## config.mk

```make
export PLATFORM = sky130hd
export DESIGN_NAME = blowfish_dec_iter_flat
export DESIGN_NICKNAME = d
export VERILOG_FILES = /design/src/rtl/blowfish_dec_iter_pkg.sv /design/src/rtl/blowfish_dec_iter_if.sv /design/src/rtl/blowfish_dec_iter_feistel.sv /design/src/rtl/blowfish_dec_iter.sv /design/src/flat_wrapper.sv
export SDC_FILE = /design/constraint.sdc
export NUM_CORES = 2
export LEC_CHECK = 0
export ABC_AREA = 1
export CORE_MARGIN = 4
export CORE_UTILIZATION = 45
export CTS_CLUSTER_DIAMETER = 100
export DETAILED_ROUTE_END_ITERATION = 10
export GPL_TIMING_DRIVEN = 0
export PLACE_DENSITY = 0.67
export SYNTH_ARGS = -nofsm -noshare
export SYNTH_HDL_FRONTEND = slang
export SYNTH_SLANG_ARGS = --single-unit
```

## constraint.sdc

```tcl
create_clock -name clk -period 16.1 [get_ports clk]
set_clock_uncertainty 0.2 [all_clocks]
set_input_delay 4.025 -clock clk [delete_from_list [all_inputs] [get_ports clk]]
set_output_delay 4.025 -clock clk [all_outputs]
set_load 0.05 [all_outputs]
```

## src/rtl/blowfish_dec_iter_pkg.sv

```systemverilog
// Shared Blowfish definitions: pi-derived P constants, round count, FSM states and subkey helper.
package blowfish_pkg;

  localparam int unsigned NUM_ROUNDS = 16;
  localparam int unsigned KEY_WORDS  = 14;

  // P_ARRAY[0] is P1.
  localparam logic [31:0] P_ARRAY [18] = '{
    32'h243f6a88, 32'h85a308d3, 32'h13198a2e, 32'h03707344,
    32'ha4093822, 32'h299f31d0, 32'h082efa98, 32'hec4e6c89,
    32'h452821e6, 32'h38d01377, 32'hbe5466cf, 32'h34e90c6c,
    32'hc0ac29b7, 32'hc97c50dd, 32'h3f84d5b5, 32'hb5470917,
    32'h9216d5d9, 32'h8979fb1b
  };

  typedef enum logic [1:0] {
    StIdle,
    StRun,
    StDone
  } state_e;

  // par_idx = P_idx ^ k_(((idx-1) mod 14)+1); k1 sits in the top word of the key.
  function automatic logic [31:0] subkey(input logic [447:0] key, input logic [4:0] idx);
    logic [4:0] pos;
    logic [3:0] word;
    pos  = idx - 5'd1;
    word = 4'(pos % 5'(KEY_WORDS));
    return P_ARRAY[pos] ^ key[32*(13 - int'(word)) +: 32];
  endfunction

endpackage

```

## src/rtl/blowfish_dec_iter_if.sv

```systemverilog
// Ciphertext-in / plaintext-out handshake bundle for the iterative Blowfish decryptor.
interface blowfish_dec_iter_if;
  logic         in_valid;
  logic         in_ready;
  logic [63:0]  ct;
  logic [448:0] key;
  logic         out_valid;
  logic         out_ready;
  logic [63:0]  pt;

  modport master (
    output in_valid, ct, key, out_ready,
    input  in_ready, out_valid, pt
  );

  modport slave (
    input  in_valid, ct, key, out_ready,
    output in_ready, out_valid, pt
  );
endinterface

```

## src/rtl/blowfish_dec_iter_feistel.sv

```systemverilog
// Blowfish F-function ((S1[a] + S2[b]) ^ S3[c]) + S4[d]; S-box entries are generated
// arithmetically from the byte index instead of being stored.
module feistel (
  input  logic [31:0] x,
  output logic [31:0] f
);

  localparam logic [31:0] SboxMul [4] = '{32'h9e3779b1, 32'h85ebca6b, 32'hc2b2ae35, 32'h27d4eb2f};
  localparam logic [31:0] SboxXor [4] = '{32'h7f4a7c15, 32'h165667b1, 32'hd3a2646c, 32'hfd7046c5};

  logic [31:0] s [4];

  always_comb begin
    for (int i = 0; i < 4; i++) begin
      s[i] = ({24'd0, x[31-8*i -: 8]} * SboxMul[i]) ^ SboxXor[i];
    end
    f = ((s[0] + s[1]) ^ s[2]) + s[3];
  end

endmodule

```

## src/rtl/blowfish_dec_iter.sv

```systemverilog
// Iterative Blowfish decryptor: 16 Feistel rounds with reversed subkeys, one round per cycle
// (two per cycle when BLOWFISH_DEC_UNROLL2_EN is defined).
module blowfish_dec_iter
  import blowfish_pkg::*;
(
  input logic               clk,
  input logic               rst_n,
  blowfish_dec_iter_if.slave bus
);

`ifdef BLOWFISH_DEC_UNROLL2_EN
  localparam logic [3:0] RndStep = 4'd2;
`else
  localparam logic [3:0] RndStep = 4'd1;
`endif
  localparam logic [3:0] RndLast = 4'(NUM_ROUNDS - 32'(RndStep));

  state_e        state_q, state_d;
  logic [31:0]   xl_q, xr_q;
  logic [3:0]    rnd_q;
  logic [447:0]  key_q;
  logic          out_valid_q;
  logic [63:0]   pt_q;
  logic          last_rnd;

  logic [4:0]    idx_a;
  logic [31:0]   t_a, f_a, xl_a;
  logic [31:0]   xl_n, xr_n;

  logic          unused_key_msb;
  assign unused_key_msb = bus.key[448];

  assign last_rnd = (rnd_q == RndLast);

  // First round of the cycle uses par_(18-rnd).
  assign idx_a = 5'd18 - {1'b0, rnd_q};
  assign t_a   = xl_q ^ subkey(key_q, idx_a);

  feistel u_feistel_a (
    .x (t_a),
    .f (f_a)
  );

  assign xl_a = xr_q ^ f_a;

`ifdef BLOWFISH_DEC_UNROLL2_EN
  logic [4:0]  idx_b;
  logic [31:0] t_b, f_b;

  assign idx_b = 5'd17 - {1'b0, rnd_q};
  assign t_b   = xl_a ^ subkey(key_q, idx_b);

  feistel u_feistel_b (
    .x (t_b),
    .f (f_b)
  );

  assign xl_n = t_a ^ f_b;
  assign xr_n = t_b;
`else
  assign xl_n = xl_a;
  assign xr_n = t_a;
`endif

  always_ff @(posedge clk) begin
    if (!rst_n) begin
      state_q <= StIdle;
    end else begin
      state_q <= state_d;
    end
  end

  always_comb begin
    state_d = state_q;
    unique case (state_q)
      StIdle:  if (bus.in_valid)  state_d = StRun;
      StRun:   if (last_rnd)      state_d = StDone;
      StDone:  if (bus.out_ready) state_d = StIdle;
      default: state_d = StIdle;
    endcase
  end

  always_comb begin
    bus.in_ready = (state_q == StIdle);
  end

  always_ff @(posedge clk) begin
    if (!rst_n) begin
      xl_q        <= '0;
      xr_q        <= '0;
      rnd_q       <= '0;
      key_q       <= '0;
      out_valid_q <= 1'b0;
      pt_q        <= '0;
    end else begin
      unique case (state_q)
        StIdle: begin
          if (bus.in_valid) begin
            xl_q  <= bus.ct[63:32];
            xr_q  <= bus.ct[31:0];
            rnd_q <= '0;
            key_q <= bus.key[447:0];
          end
        end
        StRun: begin
          xl_q <= xl_n;
          xr_q <= xr_n;
          if (last_rnd) begin
            // Final swap is undone here by pairing xr with par1 and xl with par2.
            out_valid_q <= 1'b1;
            pt_q        <= {xr_n ^ subkey(key_q, 5'd1), xl_n ^ subkey(key_q, 5'd2)};
          end else begin
            rnd_q <= rnd_q + RndStep;
          end
        end
        StDone: begin
          if (bus.out_ready) out_valid_q <= 1'b0;
        end
        default: ;
      endcase
    end
  end

  assign bus.out_valid = out_valid_q;
  assign bus.pt        = pt_q;

endmodule

```

## src/flat_wrapper.sv

```systemverilog
// flat-port wrapper written by rule: the top's interface ports become plain ports
module blowfish_dec_iter_flat import blowfish_pkg::*;
  (clk, rst_n, bus_in_valid, bus_ct, bus_key, bus_out_ready, bus_in_ready, bus_out_valid, bus_pt);
  blowfish_dec_iter_if bus_i ();
  input logic clk;
  input logic rst_n;
  input wire logic [$bits(bus_i.in_valid)-1:0] bus_in_valid;
  input wire logic [$bits(bus_i.ct)-1:0] bus_ct;
  input wire logic [$bits(bus_i.key)-1:0] bus_key;
  input wire logic [$bits(bus_i.out_ready)-1:0] bus_out_ready;
  output wire logic [$bits(bus_i.in_ready)-1:0] bus_in_ready;
  output wire logic [$bits(bus_i.out_valid)-1:0] bus_out_valid;
  output wire logic [$bits(bus_i.pt)-1:0] bus_pt;
  assign bus_i.in_valid = bus_in_valid;
  assign bus_i.ct = bus_ct;
  assign bus_i.key = bus_key;
  assign bus_i.out_ready = bus_out_ready;
  assign bus_in_ready = bus_i.in_ready;
  assign bus_out_valid = bus_i.out_valid;
  assign bus_pt = bus_i.pt;
  blowfish_dec_iter u_core (.clk(clk), .rst_n(rst_n), .bus(bus_i));
endmodule
```

==> impl_metrics.py <==
metrics = {
    "grt": {
        "antenna_found_initial": 7,
        "grt_max_degree": 15,
        "track_usage": 0.424,
        "grt.overflow.total": 0,
        "grt_first_pass_wirelength_um": 302000,
        "grt_pass1_vias": 43900,
    },
    "routing": {
        "met1Wirelength_um": 79900,
        "ant_nets": 0,
        "drt_iter0_drc": 5442,
        "first_pass_iters": 6,
        "routed.top_layer": "met5",
        "wl_um": 218000,
        "wl_per_cell_um": 28.1,
        "dr_wl_met2_um": 95100,
        "vias": 45000,
        "wl_met3_um": 21600,
        "drcViolationCount": 0,
        "routed_via_density": 5.80,
    },
    "timing": {
        "max_freq_ghz": 0.0648,
        "rsz0062_at_grt": "no",
        "maxSlewViolCount": 0,
        "period_needed_ps": 15430,
        "holdWs_ps": 268,
        "fin_crit_sh": 0.958,
        "slew_headroom": 0.0169,
        "worst_slew_pin_slew_ps": 1470,
        "setup_viol": 0,
        "report.final.hold_viol_count": 0,
    },
    "setup_path": {
        "crit_path_frequent_cell": "nand2_1",
        "cp_top_family": "adder cells",
        "required_ps": 16420,
        "worst-path-stages": 67,
        "cp_num_buf_inv": 18,
        "crit_type": "reg2reg",
        "slowest_delay_ps": 1080,
        "cp-end-kind": "register",
        "start_kind": "register",
        "rr_worst_depth": 67,
        "critPathSlowestCell": "xor2_1",
        "cp_max_fo": 14,
        "arrival_ps": 15750,
    },
    "final_layout": {
        "nNetsFinal": 7564,
        "mostFrequentLayoutCells": "nor2_1, o21ai_0, inv_1, dfxtp_1, clkdlybuf4s50_1",
        "fillers": 9100,
        "area_growth_pct": 24.4,
        "mostFrequentLayoutCell": "nor2_1",
        "multi_input_area_mm2": 0.0279,
        "drive_gt1_frac": 0.0470,
        "regArea_mm2": 0.0117,
    },
    "clock_network": {
        "cts_tree": "yes",
        "cts.clk_slew.worst_paths_ps": 60,
        "clock_latency_ps": 660,
        "clkSinkCount": 583,
        "cts.htree.levels": 3,
        "cts_hold_buf": 0,
        "cts_made_buffers": 68,
        "clockBufferDepth": 3,
        "clockRootBuffer": "clkbuf_16",
    },
    "yosys": {
        "yosysTopAreaCell": "dfxtp_1",
        "synthMuxAreaShare": 0.000234,
        "ys_seq_area_frac": 0.273,
        "synth_top_family_by_area": "adder cells",
        "yosys_register_bits": 583,
        "synth_compound_area_frac": 0.185,
        "yosysWarningCount": 0,
        "ys_types": 53,
        "synth_flop_cell": "dfxtp_1",
        "syn_inst": 5783,
        "syn_area_mm2": 0.0427,
        "avgSynthCellArea_um2": 7.39,
        "postSynth.asyncResetShare": 0,
        "synthTopCellsByArea": "dfxtp_1, fa_1, ha_1",
        "synth-edff-count": 0,
        "synthXorXnorAreaFrac": 0.0680,
        "synthAdderAreaFrac": 0.212,
        "synth.top_cell.area_share": 0.273,
        "synth_nets": 6887,
        "synth_simple_gate_area_frac": 0.180,
    },
    "run_status": {
        "status": "finished, final reports clean",
    },
    "die": {
        "floorplan.initialDensity": 0.456,
        "die_h_um": 316,
        "core_mm2": 0.0937,
        "rows": 112,
        "num_io_pins": 583,
        "dieArea_mm2": 0.0999,
        "die_x_um": 316,
    },
    "place": {
        "io_buffers": 580,
        "hpwl_um": 179000,
        "place.gp.congestion": 1.11,
    },
    "hold_path": {
        "hold_class": "reg2reg",
        "holdPathStages": 2,
    },
    "flow_run": {
        "drv_cap": 0,
    },
}
[sequential cells by signal, indices dropped and copies added, names as in the netlist]
name	count
u_core.xr_q	32
u_core.bus.pt	64
u_core.state_q	2
u_core.xl_q	32
u_core.bus.out_valid	1
u_core.key_q	448
u_core.rnd_q	4
[timing repair]
item,CTS,global route
gates resized for setup,50,75
setup buffers,15,7
pin swaps,2,5
endpoints found under the setup margin,34,19
[per-stage QoR]
| stage | worst slack (ps) | instance area [µm²] | utilization | std cells | setup TNS, ps |
|---|---|---|---|---|---|
| 2_1_floorplan | 3720 | 42700 | - | 5783 | 0 |
| 3_3_place_gp | -2300 | 50100 | 0.534 | 7617 | -38760 |
| 3_5_place_dp | -2250 | 50200 | 0.535 | 7621 | -37090 |
| 4_1_cts | 10.2 | 52800 | 0.564 | 7755 | 0 |
| 5_1_grt | 13.2 | 53200 | 0.567 | 7763 | 0 |
| 6_report | 675 | 53200 | 0.567 | 7766 | 0 |
[final timing paths]
path | to | start | slack (ps)
max | u_core.bus.pt[30]$_SDFFE_PN0P_ | u_core.rnd_q[1]$_SDFFE_PN0P_ | 670
min | u_core.bus.out_valid$_SDFFE_PN0P_ | u_core.bus.out_valid$_SDFFE_PN0P_ | 270
max reg2reg | u_core.bus.pt[30]$_SDFFE_PN0P_ | u_core.rnd_q[1]$_SDFFE_PN0P_ | 670
min reg2reg | u_core.bus.out_valid$_SDFFE_PN0P_ | u_core.bus.out_valid$_SDFFE_PN0P_ | 270
[kinds of logic after synthesis]
group / Yosys count
AND/OR/NAND/NOR: 1946
AO/OA/AOI/OAI: 1437
buffers and inverters: 910
adder cells (fa/ha/maj): 587
flip-flops: 583
XOR/XNOR: 319
multiplexers: 1
[synth_stat cells (all sizes together) (76+ instances only)]
cell type,n
a21oi,276
a31oi,86
ha,360
xnor2,106
inv,612
o21ai,881
nand3,124
fa,227
nand2,581
xor2,213
clkbuf,264
dfxtp,583
nor2,1170
o221ai,76
[routing by layer]
metal / global-route usage / vias to the layer above
met5: 0 / -
met1: 0.498 / 21200
met2: 0.669 / 2712
met4: 0.339 / 6
met3: 0.0925 / 809
li1: - / 20300
[layout make-up]
class,count,area share
Clock inverter,33,0.00810
Sequential cell,583,0.220
Buffer,298,0.0237
Clock buffer,86,0.0357
Multi-Input combinational cell,4290,0.526
Inverter,612,0.0436
Antenna cell,3,0.000141
Tap cell,1254,0.0295
Timing Repair Buffer,607,0.114
[tightest hold or removal path: stages, from the launching register on]
cell	delay [ps]
dfxtp_1	310
nand2_1	60
a21oi_1	60
Power is not shown: default switching activity piles up to over one toggle a cycle in this logic, so the estimate is an artifact.
